## src/rtl/riscv_fetch_unit.sv

```systemverilog
// rtl/riscv_fetch_unit.sv - instruction fetch stage with prefetch FIFO, redirect/flush and PC wrap
module riscv_fetch_unit #(
   parameter int ADDR_W     = 8,
   parameter int DATA_W     = 32,
   parameter int FIFO_DEPTH = 4,
   parameter int RESET_PC   = 0,
   parameter int PC_STEP    = 4
) (
   input  logic              clk,
   input  logic              res_n,
   input  logic              fetch_en,
   output logic [ADDR_W-1:0] i_addr,
   output logic              i_req,
   input  logic [DATA_W-1:0] i_datain,
   input  logic              redirect,
   input  logic [ADDR_W-1:0] redirect_pc,
   output logic              if_valid,
   input  logic              if_ready,
   output logic [DATA_W-1:0] if_instr,
   output logic [ADDR_W-1:0] if_pc,
   output logic              fifo_full
);

   localparam int PTR_W = (FIFO_DEPTH > 1) ? $clog2(FIFO_DEPTH) : 1;
   localparam int CNT_W = PTR_W + 1;

   localparam logic [ADDR_W-1:0] STEP     = ADDR_W'(PC_STEP);
   localparam logic [ADDR_W-1:0] LOW_MASK = ADDR_W'(PC_STEP - 1);
   localparam logic [ADDR_W-1:0] RST_PC   = ADDR_W'(RESET_PC);
   localparam logic [CNT_W:0]    OCC_MAX  = (CNT_W + 1)'(FIFO_DEPTH);
   localparam logic [CNT_W-1:0]  CNT_MAX  = CNT_W'(FIFO_DEPTH);

   localparam logic [1:0] S_IDLE  = 2'd0;
   localparam logic [1:0] S_RUN   = 2'd1;
   localparam logic [1:0] S_FLUSH = 2'd2;

   logic [1:0]        state_q, state_d;
   logic [ADDR_W-1:0] pc_q, pc_d;
   logic [ADDR_W-1:0] rsp_pc_q, rsp_pc_d;
   logic              inflight_q, inflight_d;
   logic              kill_q, kill_d;
   logic [PTR_W-1:0]  rd_ptr_q, rd_ptr_d;
   logic [PTR_W-1:0]  wr_ptr_q, wr_ptr_d;
   logic [CNT_W-1:0]  count_q, count_d;

   logic [DATA_W-1:0] instr_mem_q [FIFO_DEPTH];
   logic [ADDR_W-1:0] pc_mem_q    [FIFO_DEPTH];

   logic [CNT_W:0] occupancy;
   logic           issue;
   logic           push;
   logic           pop;

   // Reserve a slot for the in-flight response so the FIFO can never overflow.
   assign occupancy = {1'b0, count_q} + (CNT_W + 1)'(inflight_q);
   assign issue     = (state_q == S_RUN) && fetch_en && (occupancy < OCC_MAX);
   assign push      = inflight_q && !kill_q && !redirect;
   assign pop       = if_valid && if_ready;

   assign i_addr    = pc_q;
   assign i_req     = issue;
   assign if_valid  = (count_q != '0);
   assign if_instr  = instr_mem_q[rd_ptr_q];
   assign if_pc     = pc_mem_q[rd_ptr_q];
   assign fifo_full = (count_q == CNT_MAX);

   always_comb begin
      state_d = S_IDLE;
      case (state_q)
         S_IDLE:  state_d = fetch_en ? S_RUN : S_IDLE;
         S_RUN:   state_d = fetch_en ? S_RUN : S_IDLE;
         S_FLUSH: state_d = fetch_en ? S_RUN : S_IDLE;
         default: state_d = S_IDLE;
      endcase
      if (redirect) state_d = S_FLUSH;
   end

   always_comb begin
      pc_d       = pc_q;
      rsp_pc_d   = rsp_pc_q;
      inflight_d = issue;
      kill_d     = redirect;
      if (issue) begin
         pc_d     = pc_q + STEP;
         rsp_pc_d = pc_q;
      end
      if (redirect) pc_d = redirect_pc & ~LOW_MASK;
   end

   always_comb begin
      rd_ptr_d = rd_ptr_q;
      wr_ptr_d = wr_ptr_q;
      count_d  = count_q + CNT_W'(push) - CNT_W'(pop);
      if (push) wr_ptr_d = wr_ptr_q + PTR_W'(1);
      if (pop)  rd_ptr_d = rd_ptr_q + PTR_W'(1);
      if (redirect) begin
         rd_ptr_d = '0;
         wr_ptr_d = '0;
         count_d  = '0;
      end
   end

   always_ff @(posedge clk or negedge res_n) begin
      if (!res_n) begin
         state_q    <= S_IDLE;
         pc_q       <= RST_PC;
         rsp_pc_q   <= RST_PC;
         inflight_q <= 1'b0;
         kill_q     <= 1'b0;
         rd_ptr_q   <= '0;
         wr_ptr_q   <= '0;
         count_q    <= '0;
      end else begin
         state_q    <= state_d;
         pc_q       <= pc_d;
         rsp_pc_q   <= rsp_pc_d;
         inflight_q <= inflight_d;
         kill_q     <= kill_d;
         rd_ptr_q   <= rd_ptr_d;
         wr_ptr_q   <= wr_ptr_d;
         count_q    <= count_d;
      end
   end

   // Storage needs no reset: an empty count hides any stale entries.
   always_ff @(posedge clk) begin
      if (push) begin
         instr_mem_q[wr_ptr_q] <= i_datain;
         pc_mem_q[wr_ptr_q]    <= rsp_pc_q;
      end
   end

endmodule

```

## config.mk

```make
export PLATFORM = sky130hd
export DESIGN_NAME = riscv_fetch_unit
export DESIGN_NICKNAME = d
export VERILOG_FILES = /design/src/rtl/riscv_fetch_unit.sv
export SDC_FILE = /design/constraint.sdc
export NUM_CORES = 1
export LEC_CHECK = 0
export CAP_MARGIN = 15
export CORE_MARGIN = 2
export CORE_UTILIZATION = 55
export CTS_BUF_LIST = sky130_fd_sc_hd__clkbuf_8 sky130_fd_sc_hd__clkbuf_16
export DETAILED_ROUTE_END_ITERATION = 8
export PLACE_DENSITY = 0.82
export SETUP_SLACK_MARGIN = 0.02
export SLEW_MARGIN = 20
export SYNTH_ARGS = -nofsm -noshare
export SYNTH_HDL_FRONTEND = slang
export SYNTH_SLANG_ARGS = --single-unit
```

## constraint.sdc

```tcl
create_clock -name clk -period 4.9 [get_ports clk]
set_input_delay 1.47 -clock clk [delete_from_list [all_inputs] [get_ports clk]]
set_output_delay 1.47 -clock clk [all_outputs]
set_load 0.01 [all_outputs]
```

**Word-level counts from Yosys, hierarchy flattened**

Memories as Yosys holds them, arrays and structs flattened.
Index checks and enable logic that the tools add are counted.
Widths: inputs -> output; s select.

- Bits in registers: 27
- Latch bits: 0
- Bits in writable memories: 160
- Bits in read-only memories: 0
- Logic and storage cells: 45
- Memories kept: 2

Memory list:

| memory | depth | bits a word | read ports | clocked after memory_dff | write ports | RTL line | text |
|---|---|---|---|---|---|---|---|
| instr_mem_q | 4 | 32 | 1 | 0 | 1 | 46 | `logic [DATA_W-1:0] instr_mem_q [FIFO_DEPTH];` |
| pc_mem_q | 4 | 8 | 1 | 0 | 1 | 47 | `logic [ADDR_W-1:0] pc_mem_q [FIFO_DEPTH];` |

- Add/sub/neg operators: 6
- Multipliers: 0
- Div/mod/pow operators: 0
- Order comparisons: 1
- Equal/unequal tests: 3
- Shifts and indexed selects: 0
- Mux-type cells: 12
- Bitwise logic cells: 0
- Reduce and logical (&&, ||, !) cells: 13

Operators by type and width:

| cell | number |
|---|---|
| $mux 8 | 2 |
| $mux 2 | 5 |
| $add 8x3->8 const B | 1 |
| $reduce_bool 2->1 | 3 |
| $logic_and 1x1->1 | 5 |
| $add 2x1->2 const B | 2 |
| $add 3x1->4 | 1 |
| $lt 4x3->1 const B | 1 |
| $mux 1 | 4 |
| $add 3x1->3 | 1 |
| $eq 3x3->1 const B | 1 |
| $mux 3 | 1 |
| $reduce_bool 3->1 | 1 |
| $reduce_or 3->1 | 1 |
| $sub 3x1->3 | 1 |
| $eq 2x1->1 const B | 1 |
| $eq 2x2->1 const B | 1 |
| $logic_not 1->1 | 2 |
| $logic_not 2->1 | 1 |

**Logic depth before layout (Yosys ltp)**

- Depth in word-level cells: 6
- Mapped depth: 10
- Mapped depth without buffers: 10

**Worst setup path before layout**

OpenSTA, ideal clock, no wires.

- Kind: input to output
- Start: input port fetch_en
- End: output port i_req
- Data arrival time: 1,885 ps
- Data required time: 3,430 ps
- Slack: 1,545 ps
- Stages on the path: 2
- Cells stage by stage: nand3b_1 nor2_2

- Word-level cells in the longest chain between the ends: 2

Ends and longest elaborated chain:

| element | RTL line | text |
|---|---|---|
| start: declaration | 11 | `input logic fetch_en,` |
| $logic_and 1x1->1 (2 in a row) | 56 | `assign issue = (state_q == S_RUN) && fetch_en && (occupancy < OCC_MAX);` |
| end: declaration | 13 | `output logic i_req,` |

Every way passes these cells.

**Worst setup path after layout**

Ends and elaborated chain as after synthesis.

==> results_dict.tcl <==
set metrics [dict create \
    status "complete, no violations" \
    place_congestion 0.754 \
    grt_pass1_wl_um 17800 \
    dr.pass1.iters 4 \
    nFillCells 762 \
    yosysTopAreaCellShare_pct 68.7 \
    grt_max_degree 40 \
    cap_violations 0 \
    clk_pin_slew_ns 0.06 \
    min_period_over_period_pct 87.0 \
    synth.area.top_cells "edfxtp_1 69%, mux4_2 13%, dfrtp_1 8.3%" \
    setup_viol 0 \
    cts_tree "built" \
    r2r_end "count_q[2]" \
    first_global_vias 3439 \
    fp.dieW_um 114 \
    crit_arrival_ns 2.79 \
    powerDensity_nw_per_um2 457 \
    async_reset_ff_share_pct 12.6 \
    grt.busiest_layer "met2" \
    power.share.clock_pct 32.9 \
    cts_buffer_depth 2 \
    core_area_um2 11900 \
    layout-drive-gt1-share_pct 20.4 \
    p_sw_share_pct 23.4 \
    cts_buffers 17 \
    drcViolationCount 0 \
    ys_warn_count 0 \
    yosysMostFrequentCell "edfxtp_1" \
    final.setup.tns_ns 0 \
    r2r_slack_ns 2.76 \
    p_seq_share_pct 47.3 \
    cts_root_buffer "clkbuf_16" \
    antenna_left 0 \
    start_util_pct 55.8 \
    min_period_ns 4.26 \
    hold_start "rsp_pc_q[7]" \
    drt_wl_total_um 11400 \
    synth_seq_cells 174 \
    finalPower_uw 3790 \
    finalMaxSlewViolations 0 \
    required_ns 3.43 \
    placement_rows 40 \
    postSynthAreaPerCell_um2 21.4 \
    p_switching_uw 885 \
    track_usage_pct 18.8 \
    hold_buffers 0 \
    ys_seq_area_share_pct 76.9 \
    synthFlopType "edfxtp_1" \
    ff2ff_path_depth 10 \
    maxSlewHeadroom_pct 33.6 \
    chipHeight_um 114 \
    crit_type "primary input to output pin" \
    antenna_found_initial 0 \
    min_path_type "register to register" \
    htreeDepth 4 \
    fmax_ghz 0.235 \
    cp_max_fo 4 \
    num_io_pins 96 \
    hold_violations 0 \
    yosysTopAreaCell "edfxtp_1" \
    antenna_cells 0 \
    vias_per_cell 5.70 \
    groute.layer.met2.usage_pct 30.7 \
    cts_resized 0 \
    min_to "pc_mem_q[2][7]" \
    ir_worst_vdd_v 0.000179 \
    drtIter0Drc 183 \
    clock_skew_ns 0.00502 \
    worst_pin_slew_ns 0.996 \
    syn_area_um2 6650 \
    wire_per_inst_um 19.9 \
    die-area_um2 13000 \
    synthCells 310 \
    area_growth_pct 24.8 \
    nets 467 \
    cts_num_sinks 174 \
    internal-power_uw 2900 \
    synth_common_cells "152 x edfxtp_1, 38 x mux4_2, 22 x dfrtp_1" \
    whs_path_depth 0 \
    ys_types 39 \
    cp-startpoint "fetch_en" \
    synth_edf_count 152 \
    critPathLaunchType "primary input" \
    portBuffers 89 \
    overflow 0 \
    grtUsageMet3_pct 5.74 \
    dp.final_hpwl_um 7280 \
    clock_latency_ns 0.42 \
    leakage_uw 0.00276 \
    rr_startpoint "kill_q" \
    comb_power_share_pct 19.8 \
    rsz0062_at_grt "false" \
    cts_setup_buffers 0 \
    use_met1_pct 24.0 \
    cp-end-kind "output pin" \
    vias 3267 \
]
## cell families after synthesis
kind of cell    Yosys count  synth area share (%)
buf+inv                  22                  1.68
simple gates             39                  3.20
flops                   174                  76.9
other cells               1                0.0564
mux                      45                  14.0
xor+xnor                  4                 0.527
fa+ha+maj                 9                  1.81
compound gates           16                  1.75
## per-stage QoR
step / setup WS, ns / utilization [%] / hold WS (ns) / instance area (um2) / std cells
CTS: 0.644 / 69.6 / 0.520 / 8290 / 573
detailed placement: 0.653 / 65.0 / 0.508 / 7740 / 541
global placement: 0.664 / 65.0 / 0.490 / 7740 / 541
floorplan: 1.55 / - / 0.472 / 6660 / 313
global route: 0.594 / 69.6 / 0.555 / 8290 / 573
finish: 0.639 / 69.6 / 0.515 / 8290 / 573
## power groups by stage
stage                     combinational [uW]  clock [uW]  sequential [uW]
after floorplan                          479           0             1760
after global placement                   754           0             1820
after detailed placement                 762           0             1820
after CTS                                767        1270             1790
after global routing                     807        1330             1810
final                                    751        1240             1790
## area by class of cell
cell class	count	area [um2]	area share, %
flip-flops and latches	174	5120	61.7
multi-input cells	117	1440	17.3
repair buffers	97	976	11.8
clock buffers	17	425	5.13
well taps	147	184	2.22
clock inverters	15	131	1.58
inverters	6	22.5	0.272
## worst max path at each step
stage,cells past startpoint,endpoint,slack (ns)
2_1_floorplan,2,i_req,1.55
3_3_place_gp,4,i_req,0.66
3_5_place_dp,4,i_req,0.65
4_1_cts,4,i_req,0.64
5_1_grt,4,i_req,0.59
6_report,4,i_req,0.64
## cells in the final DEF (no fill, tap or decap), types with 2 or more instances in the layout
cell type,instances
edfxtp_1,152
buf_12,2
dfrtp_1,20
clkbuf_16,17
a31oi_1,5
clkinv_1,5
nor2_1,11
bufinv_16,2
conb_1,4
clkinv_4,2
nand2_1,5
ha_1,8
nand4_1,2
clkinvlp_4,3
or3_1,4
mux4_2,38
mux2_2,6
clkdlybuf4s50_1,89
nand3b_1,2
nand3_1,2
buf_4,6
xnor2_1,3
o21ai_0,5
inv_1,8
dfrtp_2,2
and2_2,4
## critical path, stage by stage
cell and delay, ns:
clkdlybuf4s50_1 0.49, nand3b_1 0.14, nor2_2 0.14, clkdlybuf4s50_1 0.56
## flip-flops by register name, indices dropped and copies added (netlist names)
name         flops
instr_mem_q    128
pc_mem_q        24
i_addr           6
rsp_pc_q         6
count_q          3
rd_ptr_q         2
wr_ptr_q         2
inflight_q       1
kill_q           1
state_q          1
## routing by layer
| metal | up-vias | share of wire, % |
|---|---|---|
| met1 | 1674 | 42 |
| li1 | 1466 | - |
| met4 | 0 | 1.9 |
| met3 | 20 | 6.4 |
| met2 | 107 | 49 |
| met5 | - | 0 |
(Power assumes the default switching activity.)
